File: src/rtl/seg7_pkg.sv
// seg7_pkg: shared types and constants for the 7-segment scan driver.
//   scan_state_e : scan FSM states (GUARD blank slot, SHOW digit lit)
//   SEG_OFF      : all segments off (active-low)
//   SEG_DASH     : centre bar only, shown for codes 10..15
//   SEG_D0..D9   : decimal digit patterns {g,f,e,d,c,b,a}, active-low
package seg7_pkg;

  typedef enum logic {
    GUARD = 1'b0,
    SHOW  = 1'b1
  } scan_state_e;

  localparam logic [6:0] SEG_OFF  = 7'h7F;
  localparam logic [6:0] SEG_DASH = 7'h3F;

  localparam logic [6:0] SEG_D0 = 7'h40;
  localparam logic [6:0] SEG_D1 = 7'h79;
  localparam logic [6:0] SEG_D2 = 7'h24;
  localparam logic [6:0] SEG_D3 = 7'h30;
  localparam logic [6:0] SEG_D4 = 7'h19;
  localparam logic [6:0] SEG_D5 = 7'h12;
  localparam logic [6:0] SEG_D6 = 7'h02;
  localparam logic [6:0] SEG_D7 = 7'h78;
  localparam logic [6:0] SEG_D8 = 7'h00;
  localparam logic [6:0] SEG_D9 = 7'h10;

endpackage

File: src/rtl/bcd_to_seg7.sv
// bcd_to_seg7: combinational BCD digit to common-anode 7-segment decode.
// Ports:
//   bcd_i [3:0] : BCD code; 10..15 are invalid and decode to a dash
//   seg_o [6:0] : segments {g,f,e,d,c,b,a}, active-low
module bcd_to_seg7
  import seg7_pkg::*;
(
  input  logic [3:0] bcd_i,
  output logic [6:0] seg_o
);

  always_comb begin
    seg_o = SEG_DASH;
    case (bcd_i)
      4'd0:    seg_o = SEG_D0;
      4'd1:    seg_o = SEG_D1;
      4'd2:    seg_o = SEG_D2;
      4'd3:    seg_o = SEG_D3;
      4'd4:    seg_o = SEG_D4;
      4'd5:    seg_o = SEG_D5;
      4'd6:    seg_o = SEG_D6;
      4'd7:    seg_o = SEG_D7;
      4'd8:    seg_o = SEG_D8;
      4'd9:    seg_o = SEG_D9;
      default: seg_o = SEG_DASH;
    endcase
  end

endmodule

File: src/rtl/seg7_scan_driver.sv
// seg7_scan_driver: multiplexed common-anode 7-segment display driver.
// Captures packed BCD digits into a shadow register on load and scans them
// one digit at a time, with a one-cycle all-off guard slot between digits,
// optional leading-zero blanking and a dash for invalid codes.
// Parameters:
//   NUM_DIGITS  : digits scanned (2..8)
//   REFRESH_DIV : clk cycles each digit is lit (>=2)
// Ports:
//   clk      : system clock, rising edge
//   rst      : asynchronous active-low reset
//   load     : 1-cycle strobe, captures bcd_i into the shadow register
//   bcd_i    : packed BCD, digit 0 in bits [3:0]
//   blank_en : 1 = blank leading zeros (digit 0 is never blanked)
//   an_o     : digit enables, one-hot active-low, all-ones = all off
//   seg_o    : segments {g,f,e,d,c,b,a}, active-low
//   frame_o  : 1-cycle pulse when the scan wraps back to digit 0
// Build option SEG7_DP_EN adds dp_i (per-digit decimal point, captured with
// load) and dp_o (active-low decimal point of the lit digit).
module seg7_scan_driver
  import seg7_pkg::*;
#(
  parameter int unsigned NUM_DIGITS  = 4,
  parameter int unsigned REFRESH_DIV = 1000
) (
  input  logic                    clk,
  input  logic                    rst,
  input  logic                    load,
  input  logic [4*NUM_DIGITS-1:0] bcd_i,
  input  logic                    blank_en,
  output logic [NUM_DIGITS-1:0]   an_o,
  output logic [6:0]              seg_o,
  output logic                    frame_o
`ifdef SEG7_DP_EN
  ,
  input  logic [NUM_DIGITS-1:0]   dp_i,
  output logic                    dp_o
`endif
);

  localparam int unsigned IDX_W = $clog2(NUM_DIGITS);
  localparam int unsigned CNT_W = $clog2(REFRESH_DIV);

  scan_state_e             state_q;
  logic [4*NUM_DIGITS-1:0] shadow_q, shadow_d;
  logic [IDX_W-1:0]        idx_q, idx_d;
  logic [CNT_W-1:0]        cnt_q;
  logic                    first_q;
  logic [NUM_DIGITS-1:0]   an_q;
  logic [6:0]              seg_q;
  logic                    frame_q;

  logic [3:0]              digit_sel;
  logic [6:0]              dec_seg;
  logic [6:0]              show_seg;
  logic [NUM_DIGITS-1:0]   an_show;
  logic [NUM_DIGITS-1:0]   nz_from;
  logic                    nz_acc;
  logic                    blank_digit;

  assign shadow_d = load ? bcd_i : shadow_q;

  // Index of the digit entered on the next GUARD exit; the first exit after
  // reset stays on digit 0 instead of advancing.
  always_comb begin
    idx_d = '0;
    if (!first_q && (idx_q != IDX_W'(NUM_DIGITS - 1))) begin
      idx_d = idx_q + 1'b1;
    end
  end

  assign digit_sel = shadow_q[{idx_d, 2'b00} +: 4];

  bcd_to_seg7 u_dec (
    .bcd_i (digit_sel),
    .seg_o (dec_seg)
  );

  // nz_from[k] is set when digit k or any higher digit is non-zero; invalid
  // codes are non-zero and therefore stop the blanking run.
  always_comb begin
    nz_acc  = 1'b0;
    nz_from = '0;
    for (int unsigned k = 0; k < NUM_DIGITS; k++) begin
      nz_acc = nz_acc | (shadow_q[4*(NUM_DIGITS-1-k) +: 4] != 4'd0);
      nz_from[NUM_DIGITS-1-k] = nz_acc;
    end
  end

  assign blank_digit = blank_en && (idx_d != '0) && !nz_from[idx_d];
  assign show_seg    = blank_digit ? SEG_OFF : dec_seg;
  assign an_show     = ~(NUM_DIGITS'(1) << idx_d);

`ifdef SEG7_DP_EN
  logic [NUM_DIGITS-1:0] dp_shadow_q;
  logic                  dp_q;
`endif

  // The lit pattern is latched on GUARD->SHOW and held for the whole slot,
  // so a load landing mid-slot only appears on that digit's next slot.
  always_ff @(posedge clk or negedge rst) begin
    if (!rst) begin
      state_q  <= GUARD;
      shadow_q <= '0;
      idx_q    <= '0;
      cnt_q    <= '0;
      first_q  <= 1'b1;
      an_q     <= '1;
      seg_q    <= SEG_OFF;
      frame_q  <= 1'b0;
`ifdef SEG7_DP_EN
      dp_shadow_q <= '0;
      dp_q        <= 1'b1;
`endif
    end else begin
      shadow_q <= shadow_d;
      frame_q  <= 1'b0;
`ifdef SEG7_DP_EN
      if (load) begin
        dp_shadow_q <= dp_i;
      end
`endif
      case (state_q)
        GUARD: begin
          state_q <= SHOW;
          idx_q   <= idx_d;
          first_q <= 1'b0;
          cnt_q   <= '0;
          an_q    <= an_show;
          seg_q   <= show_seg;
          frame_q <= !first_q && (idx_d == '0);
`ifdef SEG7_DP_EN
          dp_q    <= ~dp_shadow_q[idx_d];
`endif
        end
        SHOW: begin
          if (cnt_q == CNT_W'(REFRESH_DIV - 1)) begin
            state_q <= GUARD;
            cnt_q   <= '0;
            an_q    <= '1;
            seg_q   <= SEG_OFF;
`ifdef SEG7_DP_EN
            dp_q    <= 1'b1;
`endif
          end else begin
            cnt_q <= cnt_q + 1'b1;
          end
        end
        default: state_q <= GUARD;
      endcase
    end
  end

  assign an_o    = an_q;
  assign seg_o   = seg_q;
  assign frame_o = frame_q;
`ifdef SEG7_DP_EN
  assign dp_o    = dp_q;
`endif

endmodule

File: config.mk
export PLATFORM = sky130hd
export DESIGN_NAME = seg7_scan_driver
export DESIGN_NICKNAME = d
export VERILOG_FILES = /design/src/rtl/seg7_pkg.sv /design/src/rtl/bcd_to_seg7.sv /design/src/rtl/seg7_scan_driver.sv
export SDC_FILE = /design/constraint.sdc
export NUM_CORES = 1
export LEC_CHECK = 0
export ABC_AREA = 1
export BUFFER_PORTS_ARGS = -buffer_cell sky130_fd_sc_hd__buf_2
export CORE_MARGIN = 2
export CORE_UTILIZATION = 50
export CTS_BUF_LIST = sky130_fd_sc_hd__clkbuf_8
export DETAILED_ROUTE_END_ITERATION = 12
export PLACE_DENSITY_LB_ADDON = 0.2
export SETUP_SLACK_MARGIN = 0.15
export SYNTH_ARGS = -nofsm -noshare
export SYNTH_HDL_FRONTEND = slang
export SYNTH_SLANG_ARGS = --single-unit
File: constraint.sdc
create_clock -name clk -period 2.5 [get_ports clk]
set_input_delay 0.25 -clock clk [delete_from_list [all_inputs] [get_ports clk]]
set_output_delay 0.25 -clock clk [all_outputs]
set_load 0.005 [all_outputs]
==> results of run 1 <==
==> metrics by stage <==
stage | cells | utilization, %
floorplan | 256 | -
global placement | 331 | 56.8
detailed placement | 331 | 56.8
CTS | 339 | 59.7
global route | 339 | 59.7
finish | 339 | 59.7
==> logic make-up after synthesis <==
group	Yosys count	share of synthesized area (%)
fa+ha+maj	3	1.77
simple gates	131	27.3
compound gates	37	10.3
buf+inv	37	7.60
flops	42	50.2
mux	3	1.59
xor+xnor	3	1.24
==> per-layer routing <==
layer / vias to the layer above / GRT usage, %
li1: 885 / -
met4: 0 / 7.19
met2: 42 / 29.5
met1: 807 / 25.4
met5: - / 0
met3: 7 / 5.26
==> state kept, by name, indices dropped and copies added, names as in the netlist <==
name,cells
first_q,1
seg_o,7
shadow_q,16
frame_o,1
state_q,1
an_o,4
cnt_q,10
idx_q,2
==> synthesized netlist by cell type, types with 2 or more instances <==
library cell  count  area share (%)
a21oi_1          10             2.4
a31oi_1           2            0.59
buf_2             2            0.47
clkbuf_1          4            0.71
dfrtp_1          30              35
dfstp_2          12              15
ha_1              3             1.8
inv_1            27             4.8
mux2_2            3             1.6
nand2_1          66              12
nand2_2           7             2.1
nand3_1          26             6.1
nor2_1           22             3.9
nor3_1            4            0.94
o21ai_0          18             4.2
xor2_1            3             1.2
==> where the power goes <==
part           internal [µW]  switching, µW  leakage, µW
registers                721           18.4     0.000494
logic                   57.9           92.7     0.000682
clock network            321            220    0.0000626
total                   1100            331      0.00124
==> layout make-up <==
class | count | area [µm²] | area share, %
clock inverter | 2 | 33.8 | 1.40
sequential | 42 | 1070 | 44.0
tap | 50 | 62.6 | 2.58
timing repair buffer | 33 | 170 | 7.03
inverter | 29 | 110 | 4.55
multi-input combinational | 177 | 896 | 37.0
clock buffer | 6 | 82.6 | 3.41
==> worst paths after layout <==
check | end | depth (start not counted) | slack [ps] | startpoint
worst max-delay path | seg_o[3] | 14 | 350 | idx_q[0]
worst min-delay path | shadow_q[15] | 1 | 80 | rst
worst max register to register | seg_o[3] | 14 | 350 | idx_q[0]
worst min register to register | cnt_q[0] | 1 | 470 | cnt_q[0]
max in group asynchronous | shadow_q[1] | 1 | 1860 | rst
min in group clk | shadow_q[12] | 3 | 160 | bcd_i[12]
==> results.md, run 1 <==
* CTS sink count at 42
* EDFF count, synth at 0
* Worst path max stage delay at 420 ps
* Max Fclk at 465 MHz
* Critical path peak fanout at 17
* Antenna Cells at 0
* Post-CTS sizing at 0
* Worst-margin pin slew at slightly below 900 ps
* Final ANT Viol Nets at 0
* Period utilisation layout at 86.1%
* Top FF cell, synth: dfrtp_1
* CP most frequent cell: nand2_1
* CTS max path bufs at 2
* Most common cell after layout, fill and taps aside: nand2_1
* Ratio of cells with drive above 1 in the final layout at 24.2%
* WL final at 4.11 mm
* Worst-Skew Late Latency at 290 ps
* #FFs+latches synth at 42
* Met1 WL at 1.96 mm
* Pwr Total at 1430 µW
* # DRC at 0
* Post-Synthesis Cells at about 260
* TritonRoute pass-1 iters at 4
* Placed Area at 2300 µm²
* Final setup viols at 0
* Hold-fix buffers, CTS at 0
* Routed met2 length at 1.90 mm
* Vias per inst at 5.14
* Worst path top cell family by delay: simple AND/OR/NAND/NOR gates
* Arr. time, crit path at 2370 ps
* Pwr/cell area at 591 nW/µm²
* RSZ-0062 raised after global routing: false
* Min-delay worst type: input pin to asynchronous set/reset pin
* Fill count at between 300 and 400
* Yosys synthesis warning count at 0
* Global route total overflow at 0
* Crit-path cells: ha_1 -> nor2_2 -> buf_4 -> nand2_8 -> nand2_1 -> nand3_1 -> nand2_2 -> inv_1 -> ha_1 -> inv_1 -> nand2_1 -> nand2_1 -> nand2_1 -> a21oi_1
* Most frequent cells in the layout: nand2_1 (66), buf_2 (31), dfrtp_1 (30)
* Critical path capture point type: flip-flop
* Sequential area share after synthesis at 50.2%
* Final TNS setup at 0 ps
* Critical path launch point type: flip-flop
* Initial antenna violation count at 0
* Dpl hpwl at 3.01 mm
* Avg Synthesized Cell Area at 8.29 µm²
* Root buffer cell: clkbuf_8
* CTS tree: yes
* Pleak at 0.00124 µW
* Max-slew headroom at 40.4%
* Die width at 69.2 µm
* Critical path buffer and inverter count at 3
* Die Y at 69.2 µm
* Ys async rst share at 100%
* CP required at 2720 ps
* Num ports at 32
* Final setup margin at 349 ps
* Via count at between 1500 and 2000
* Crit path kind: flip-flop to flip-flop
* Global placement routability congestion at 0.902
* Post-CTS Setup Inserts at 0
* Port Buf Inserts at 31
* Synth Cell Area at about 2100 µm²
* Vias in the first global route at 1668
* Core area at 4060 µm²
* Worst IR Drop VDD at 393 µV
* Met3 WL at 185 µm
* Status: finished clean
* Final number of max-transition violations at 0
* Hold Slack at 79.3 ps
* Setup WS pre-CTS at around 360 ps
* Design area at 2420 µm²
* Max-cap violations at 0
* DR iter-0 viols at 118
* Num rows at 23
* Slowest CP cell: dfrtp_1
* Highest metal used: met4
* Starting Density at a little over half
* First-pass GRT wire length at 7.28 mm
* Register clock-pin slew on the reported worst setup and hold paths at 70 ps
* Largest net degree at the start of global routing at 43
* Min Tclk post-route at 2150 ps
* H-Tree Depth at 2
* Final nets at 311
* Area Growth Syn to Fin at 14.0%
* Hold Violations, Final at 0
* Syn_nets at 279
* Yosys cell types at 33
* Total die area at roughly 4800 µm²
* Final clock skew at 5.38 ps
* Drt wl/cell at 12.1 µm
* Number of buffers created by CTS at 5
* Gr usage total at 19.0%
(Power assumes the default switching activity.)
==> run 2, diff against run 1 <==
--- a/config.mk
+++ b/config.mk
@@ -8,7 +8,7 @@
 export ABC_AREA = 1
 export BUFFER_PORTS_ARGS = -buffer_cell sky130_fd_sc_hd__buf_2
 export CORE_MARGIN = 2
-export CORE_UTILIZATION = 50
+export CORE_UTILIZATION = 29
 export CTS_BUF_LIST = sky130_fd_sc_hd__clkbuf_8
 export DETAILED_ROUTE_END_ITERATION = 12
 export PLACE_DENSITY_LB_ADDON = 0.2
==> results.md, run 2 (synthesis results as in run 1) <==
* Status: finished clean
* Root buffer cell: clkbuf_8
* Max-cap violations at 0 (unchanged)
* Port Buf Inserts at 31 (unchanged)
* Hold Violations, Final at 0 (unchanged)
* Max reg flops at 16 (unchanged)
* Critical path launch point type: flip-flop
* H-Tree Depth at 2 (unchanged)
* Num rows at 31 (+35%)
* Vias per inst at 4.44 (-14%)
* TritonRoute pass-1 iters at 4 (unchanged)
* Num ports at 32 (unchanged)
* Net Sw Frac at 24.8% (+1.6 points)
* Placed insts at 380 (+15%)
* Post-route insts no fill at 390 (+15%)
* Global placement routability congestion at 0.847 (-6.1%)
* Area Growth Syn to Fin at 17.4%
* Register clock-pin slew on the reported worst setup and hold paths at 80 ps (about the same)
* Global route total overflow at 0 (unchanged)
* Die Y at 89.6 µm (+29%)
* Sequential Power Share at 51.6% (about the same)
* Critical path peak fanout at 17 (unchanged)
* Total die area at 8020 µm² (+68%)
* CP required at 2730 ps (about the same)
* Final setup viols at 0 (unchanged)
* Switching pwr at 354 µW (+7.0%)
* First-pass GRT wire length at 7.97 mm (+9.5%)
* Period utilisation layout at 85.3% (-0.80 points)
* DR iter-0 viols at 105 (-11%)
* RSZ-0062 raised after global routing: false
* R2R Setup Slk at 370 ps (+20 ps)
* Final TNS setup at 0 ps (unchanged)
* Most frequent cells in the layout: nand2_1 (66), buf_2 (31), dfrtp_1 (30)
* Hold-fix buffers, CTS at 0 (unchanged)
* Min Tclk post-route at 2130 ps (-20.0 ps)
* Ratio of cells with drive above 1 in the final layout at 25.1% (+0.86 points)
* Fill count at 765 (+110%)
* Pleak at 0.00125 µW (+0.53%)
* Internal at 1080 µW (-2.1%)
* CTS max path bufs at 2 (unchanged)
* Starting Density at 29.6% (-23 points)
* Combinational power share at 11.1% (+0.6 points)
* Worst reg-to-reg path cell count at 14 (unchanged)
* Arr. time, crit path at 2360 ps (about the same)
* Most common cell after layout, fill and taps aside: nand2_1
* Max-slew headroom at 36.5% (-3.9 points)
* WL final at 4.77 mm (+16%)
* Antenna Cells at 0 (unchanged)
* Initial antenna violation count at 0 (unchanged)
* Clock power frac at 37.3% (-0.5 points)
* Final number of max-transition violations at 0 (unchanged)
* Worst r2r dst: seg_o[3]
* Final ANT Viol Nets at 0 (unchanged)
* Largest net degree at the start of global routing at 43 (unchanged)
* Max Fclk at 469 MHz (+0.94%)
* Drt wl/cell at 12.2 µm (+0.86%)
* Via count at 1731 (-0.57%)
* Setup WS pre-CTS at 315 ps (-49.4 ps)
* Final nets at 313 (+0.64%)
* CTS tree: yes
* Die width at 89.6 µm (+29%)
* R2r startpoint: idx_q[0]
* Worst IR Drop VDD at 193 µV (-51%)
* Vias in the first global route at 1689 (+1.3%)
* Worst-margin pin slew at 952 ps (+58.0 ps)
* Critical path capture point type: flip-flop
* Dpl hpwl at 3.45 mm (+15%)
* # DRC at 0 (unchanged)
* Min-delay worst type: input pin to asynchronous set/reset pin
* Worst-Skew Late Latency at 290 ps (about the same)
* Pwr/cell area at 574 nW/µm² (-2.9%)
* Gr usage total at 13.0% (-5.9 points)
* Final clock skew at 7.91 ps (+2.53 ps)
* CTS sink count at 42 (unchanged)
* Most flops, register: shadow_q
* Crit path kind: flip-flop to flip-flop
* Core area at 7180 µm² (+77%)
* Number of buffers created by CTS at 5 (unchanged)
* Final setup margin at 369 ps (+20.0 ps)
[run 2: changes by cell type in the layout (fill, tap and decap cells not counted), sizes merged]
cell,delta
inv,-1
buf,+2
clkbuf,-1
clkinv,+2
[run 2: final cells by class]
type / count / area [µm²] / area share [%]
Clock buffer: 5 / 68.8 / 2.76
Tap cell: 99 / 124 / 4.97
Clock inverter: 3 / 40.0 / 1.61
Multi-Input combinational cell: 177 / 896 / 35.9
Sequential cell: 42 / 1070 / 42.7
Inverter: 29 / 110 / 4.42
Timing Repair Buffer: 35 / 189 / 7.58
[run 2: through the flow]
| step | hold slack [ps] | total power [µW] | utilization, % | cell area [µm²] |
|---|---|---|---|---|
| global route | 167 | 1510 | 34.8 | 2490 |
| floorplan | -45.6 | 842 | - | 2120 |
| CTS | 133 | 1450 | 34.5 | 2470 |
| detailed placement | 449 | 908 | 33.0 | 2370 |
| finish | 87.7 | 1430 | 34.8 | 2490 |
| global placement | 450 | 907 | 33.0 | 2370 |
[run 2: power groups by stage]
| stage | combinational [µW] | clock, µW | sequential [µW] |
|---|---|---|---|
| 6_report | 159 | 533 | 739 |
| 3_3_place_gp | 155 | 0 | 752 |
| 4_1_cts | 156 | 556 | 740 |
| 2_1_floorplan | 94.3 | 0 | 748 |
| 5_1_grt | 187 | 582 | 744 |
| 3_5_place_dp | 155 | 0 | 752 |
[run 2: timing repair]
action                     in CTS  in global routing
setup endpoints to repair       0                  2
gates resized for setup         0                  1
setup buffers                   0                  2
[run 2: worst max-delay path by stage]
stage / from / depth (start not counted) / slack, ps / to
after floorplan: idx_q[0] / 13 / 550 / seg_o[1]
after global placement: idx_q[0] / 13 / 410 / seg_o[1]
after detailed placement: idx_q[0] / 14 / 320 / seg_o[3]
after CTS: idx_q[0] / 14 / 300 / seg_o[3]
after global routing: idx_q[0] / 14 / 140 / seg_o[3]
final: idx_q[0] / 14 / 370 / seg_o[3]
[run 2: critical path: stages (launching register included)]
cell and delay, ps:
dfrtp_1 430, ha_1 220, nor2_2 160, buf_6 170, nand2_8 100, nand2_1 80, nand3_1 80, nand2_2 130
inv_1 80, ha_1 310, inv_1 60, nand2_1 40, nand2_1 60, nand2_1 40, a21oi_1 120
[run 2: routing by layer]
metal,global-route usage [%],part of all wire [%],up-vias
met2,20.3,48,22
met4,5.16,1.4,0
li1,-,-,885
met1,17.2,47,820
met3,3.42,3.4,4
met5,0,0,-
==> run 3, diff against run 2 <==
--- a/config.mk
+++ b/config.mk
@@ -5,7 +5,6 @@
 export SDC_FILE = /design/constraint.sdc
 export NUM_CORES = 1
 export LEC_CHECK = 0
-export ABC_AREA = 1
 export BUFFER_PORTS_ARGS = -buffer_cell sky130_fd_sc_hd__buf_2
 export CORE_MARGIN = 2
 export CORE_UTILIZATION = 29
==> constraint.sdc (replaced) <==
create_clock -name clk -period 2.5 [get_ports clk]
set_input_delay 0.25 -clock clk [delete_from_list [all_inputs] [get_ports clk]]
set_output_delay 0.25 -clock clk [all_outputs]
set_load 0.1 [all_outputs]
==> results.md, run 3 <==
* Status: finished clean
* Combinational power share at 16.9% (+5.8 points)
* Final TNS setup at 0 ps (unchanged)
* Worst setup path start: idx_q[1]
* Port Buf Inserts at 31 (unchanged)
* Die Y at 87.0 µm (-2.9%)
* Period utilisation layout at 86.0% (+0.74 points)
* GR peak layer: met2
* R2R Setup Slk at 350 ps (-20 ps)
* Max-slew headroom at 38.6% (+2.1 points)
* Sequential Power Share at 54.1% (+2.5 points)
* Top cells by instance count after synthesis: dfrtp_1 (30), nor2_1 (24), mux2_2 (16), dfstp_2 (12), nand2_1 (10)
* Vias per inst at 4.78 (+7.7%)
* Number of buffers created by CTS at 5 (unchanged)
* Register area at 1070 µm² (unchanged)
* Final number of max-transition violations at 0 (unchanged)
* Final ANT Viol Nets at 0 (unchanged)
* Yosys synthesis warning count at 0 (unchanged)
* Avg Synthesized Cell Area at 11.7 µm² (+41%)
* Placed Area at 2240 µm² (-5.5%)
* CP required at 2720 ps (about the same)
* Final nets at 231 (-26%)
* Max-cap violations at 0 (unchanged)
* Yosys cell types at 41 (+24%)
* Worst-Skew Late Latency at 290 ps (about the same)
* Global placement routability congestion at 0.739 (-13%)
* Util after Layout at 34.7% (about the same)
* Worst path max stage delay at 410 ps (-20 ps)
* Worst reg-to-reg path cell count at 9 (-5)
* Crit-path cells: ha_2 -> nor2b_4 -> nor3_4 -> o221ai_2 -> inv_2 -> ha_1 -> a21oi_1 -> nor2_1 -> o22a_1
* Drt wl/cell at 13.6 µm (+11%)
* Sequential area share after synthesis at 53.4% (+3.2 points)
* Global route total overflow at 0 (unchanged)
* WL final at 3.93 mm (-18%)
* Most common cell after layout, fill and taps aside: buf_2
* Worst IR Drop VDD at 282 µV (+46%)
* Core area at 6720 µm² (-6.4%)
* Switching pwr at 407 µW (+15%)
* Post-route insts no fill at 289 (-26%)
* RSZ-0062 raised after global routing: false
* Pleak at 0.00105 µW (-16%)
* Gr usage total at 11.7% (-1.4 points)
* Worst-margin pin slew at 920 ps (-31.3 ps)
* EDFF count, synth at 0 (unchanged)
* Vias in the first global route at 1360 (-19%)
* TritonRoute pass-1 iters at 4 (unchanged)
* Largest net degree at the start of global routing at 43 (unchanged)
* Critical path launch point type: flip-flop
* Top FF cell, synth: dfrtp_1
* Ratio of cells with drive above 1 in the final layout at 40.2% (+15 points)
* # DRC at 0 (unchanged)
* Synth Cell Area at 2000 µm² (-6.0%)
* Root buffer cell: clkbuf_8
* Most frequent cells in the layout: buf_2 (31), dfrtp_1 (30), nor2_1 (24)
* #FFs+latches synth at 42 (unchanged)
* Net Sw Frac at 29.1% (+4.4 points)
* Fill count at 692 (-9.5%)
* Internal at 990 µW (-8.1%)
* R2r startpoint: idx_q[1]
* Grt met1 use at 16.3% (-0.86 points)
* CTS sink count at 42 (unchanged)
* H-Tree Depth at 2 (unchanged)
* Num ports at 32 (unchanged)
* Clock power frac at 29.0% (-8.3 points)
* Via count at 1381 (-20%)
* Min Tclk post-route at 2150 ps (+18.4 ps)
* GRT met2 Usage at 17.3% (-3.0 points)
* Most flops, register: shadow_q
* Pwr Total at 1400 µW (-2.4%)
* Hold Violations, Final at 0 (unchanged)
* Min-delay worst type: input pin to asynchronous set/reset pin
* Syn_nets at 194 (-30%)
* Leading area contributor after synthesis: dfrtp_1
* CTS tree: yes
* Starting Density at 29.7% (+0.13 points)
* Placed insts at 279 (-27%)
* Critical path peak fanout at 7 (-10)
* Ys async rst share at 100% (unchanged)
* Arr. time, crit path at 2370 ps (about the same)
* Slowest CP cell: ha_2
* Critical path capture point type: flip-flop
* Met3 usage at 4.17% (+0.75 points)
* Critical Path Stages at 9 (-5)
* Antenna Cells at 0 (unchanged)
* Post-Synthesis Cells at 171 (-33%)
* Most numerous cell in the Yosys netlist: dfrtp_1
* Max Fclk at 465 MHz (-0.86%)
* Synth area leaders: dfrtp_1 (38%), dfstp_2 (16%), mux2_2 (9.0%)
* Area Growth Syn to Fin at 16.9%
* Pwr/cell area at 599 nW/µm² (+4.3%)
* CTS max path bufs at 2 (unchanged)
* Synth top area share at 37.6% (+2.2 points)
* First-pass GRT wire length at 6.79 mm (-15%)
* Worst path top cell family by delay: adder cells
* Critical Path Sink: seg_o[1]
* Register clock-pin slew on the reported worst setup and hold paths at 80 ps (about the same)
* Design area at 2330 µm² (-6.4%)
* Crit path kind: flip-flop to flip-flop
* Final clock skew at 3.59 ps (-4.32 ps)
* Critical path buffer and inverter count at 1 (-2)
* Max reg flops at 16 (unchanged)
* Dpl hpwl at 2.94 mm (-15%)
* Initial antenna violation count at 0 (unchanged)
* DR iter-0 viols at 78 (-26%)
* Worst r2r dst: seg_o[1]
* Final setup viols at 0 (unchanged)
* Die width at 87.0 µm (-2.9%)
* Total die area at 7570 µm² (-5.7%)
* Num rows at 30 (-3.2%)
* Area of the multi-input gates at 876 µm² (-2.2%)
==> run 3: cell count changes after synthesis, sizes merged, moves of 4 or more <==
| cell | delta |
|---|---|
| o22a | +6 |
| nand3 | -22 |
| mux2 | +13 |
| o21ai | -12 |
| inv | -23 |
| mux2i | +4 |
| nand2 | -63 |
==> run 3: layout make-up <==
| class | count | share of cell area (%) |
|---|---|---|
| clock buffers | 5 | 2.95 |
| inverters | 5 | 0.804 |
| multi-input cells | 118 | 37.5 |
| repair buffers | 36 | 8.26 |
| flip-flops and latches | 42 | 45.7 |
| clock inverters | 3 | 0.483 |
| well taps | 80 | 4.29 |
==> run 3: how the worst min path moves through the flow <==
stage,start,endpoint,slack [ps],cells past startpoint
2_1_floorplan,rst,cnt_q[0],-50,0
3_3_place_gp,rst,cnt_q[3],450,1
3_5_place_dp,rst,cnt_q[3],460,1
4_1_cts,rst,shadow_q[14],140,1
5_1_grt,bcd_i[7],shadow_q[7],170,2
6_report,rst,cnt_q[8],100,1
==> run 3: through the flow <==
step | hold WS (ps) | worst slack [ps]
5_1_grt | 173 | 172
3_3_place_gp | 455 | 330
3_5_place_dp | 455 | 325
4_1_cts | 137 | 306
6_report | 95.3 | 350
2_1_floorplan | -45.6 | 469
==> run 3: layer usage <==
layer	up-vias	wire (µm)	share of wire [%]
li1	691	-	-
met2	25	1760	45
met3	4	148	3.8
met4	0	23	0.59
met1	661	2000	51
met5	-	0	0
==> run 3: kinds of logic (layout without fill, tap and decap cells) <==
group,Yosys count,count (layout),share of synthesized area [%]
and+or+nand+nor,55,55,14.2
DFF,42,42,53.4
AOI/OAI and AO/OA,34,34,14.0
muxes,20,20,11.0
buffers and inverters,11,49,2.88
xor gates and xnor gates,6,6,2.63
adders and majority gates,3,3,1.88
==> run 3: timing repair <==
item,CTS,global route
hold buffers,0,0
gates resized for setup,0,1
setup endpoints to repair,0,2
endpoints found under the hold margin,0,0
buffers inserted,0,2
==> run 3: power groups by stage <==
stage	logic [µW]	clock network [µW]	registers [µW]
global placement	238	0	768
finish	236	405	756
floorplan	96.0	0	850
detailed placement	238	0	769
CTS	239	427	756
global route	257	454	762
==> run 3: worst reg2reg max path, cell delays in order, from the launching register on <==
cell,delay [ps]
dfrtp_1,380
ha_2,410
nor2b_4,70
nor3_4,310
o221ai_2,180
inv_2,120
ha_1,260
a21oi_1,140
nor2_1,60
o22a_1,160
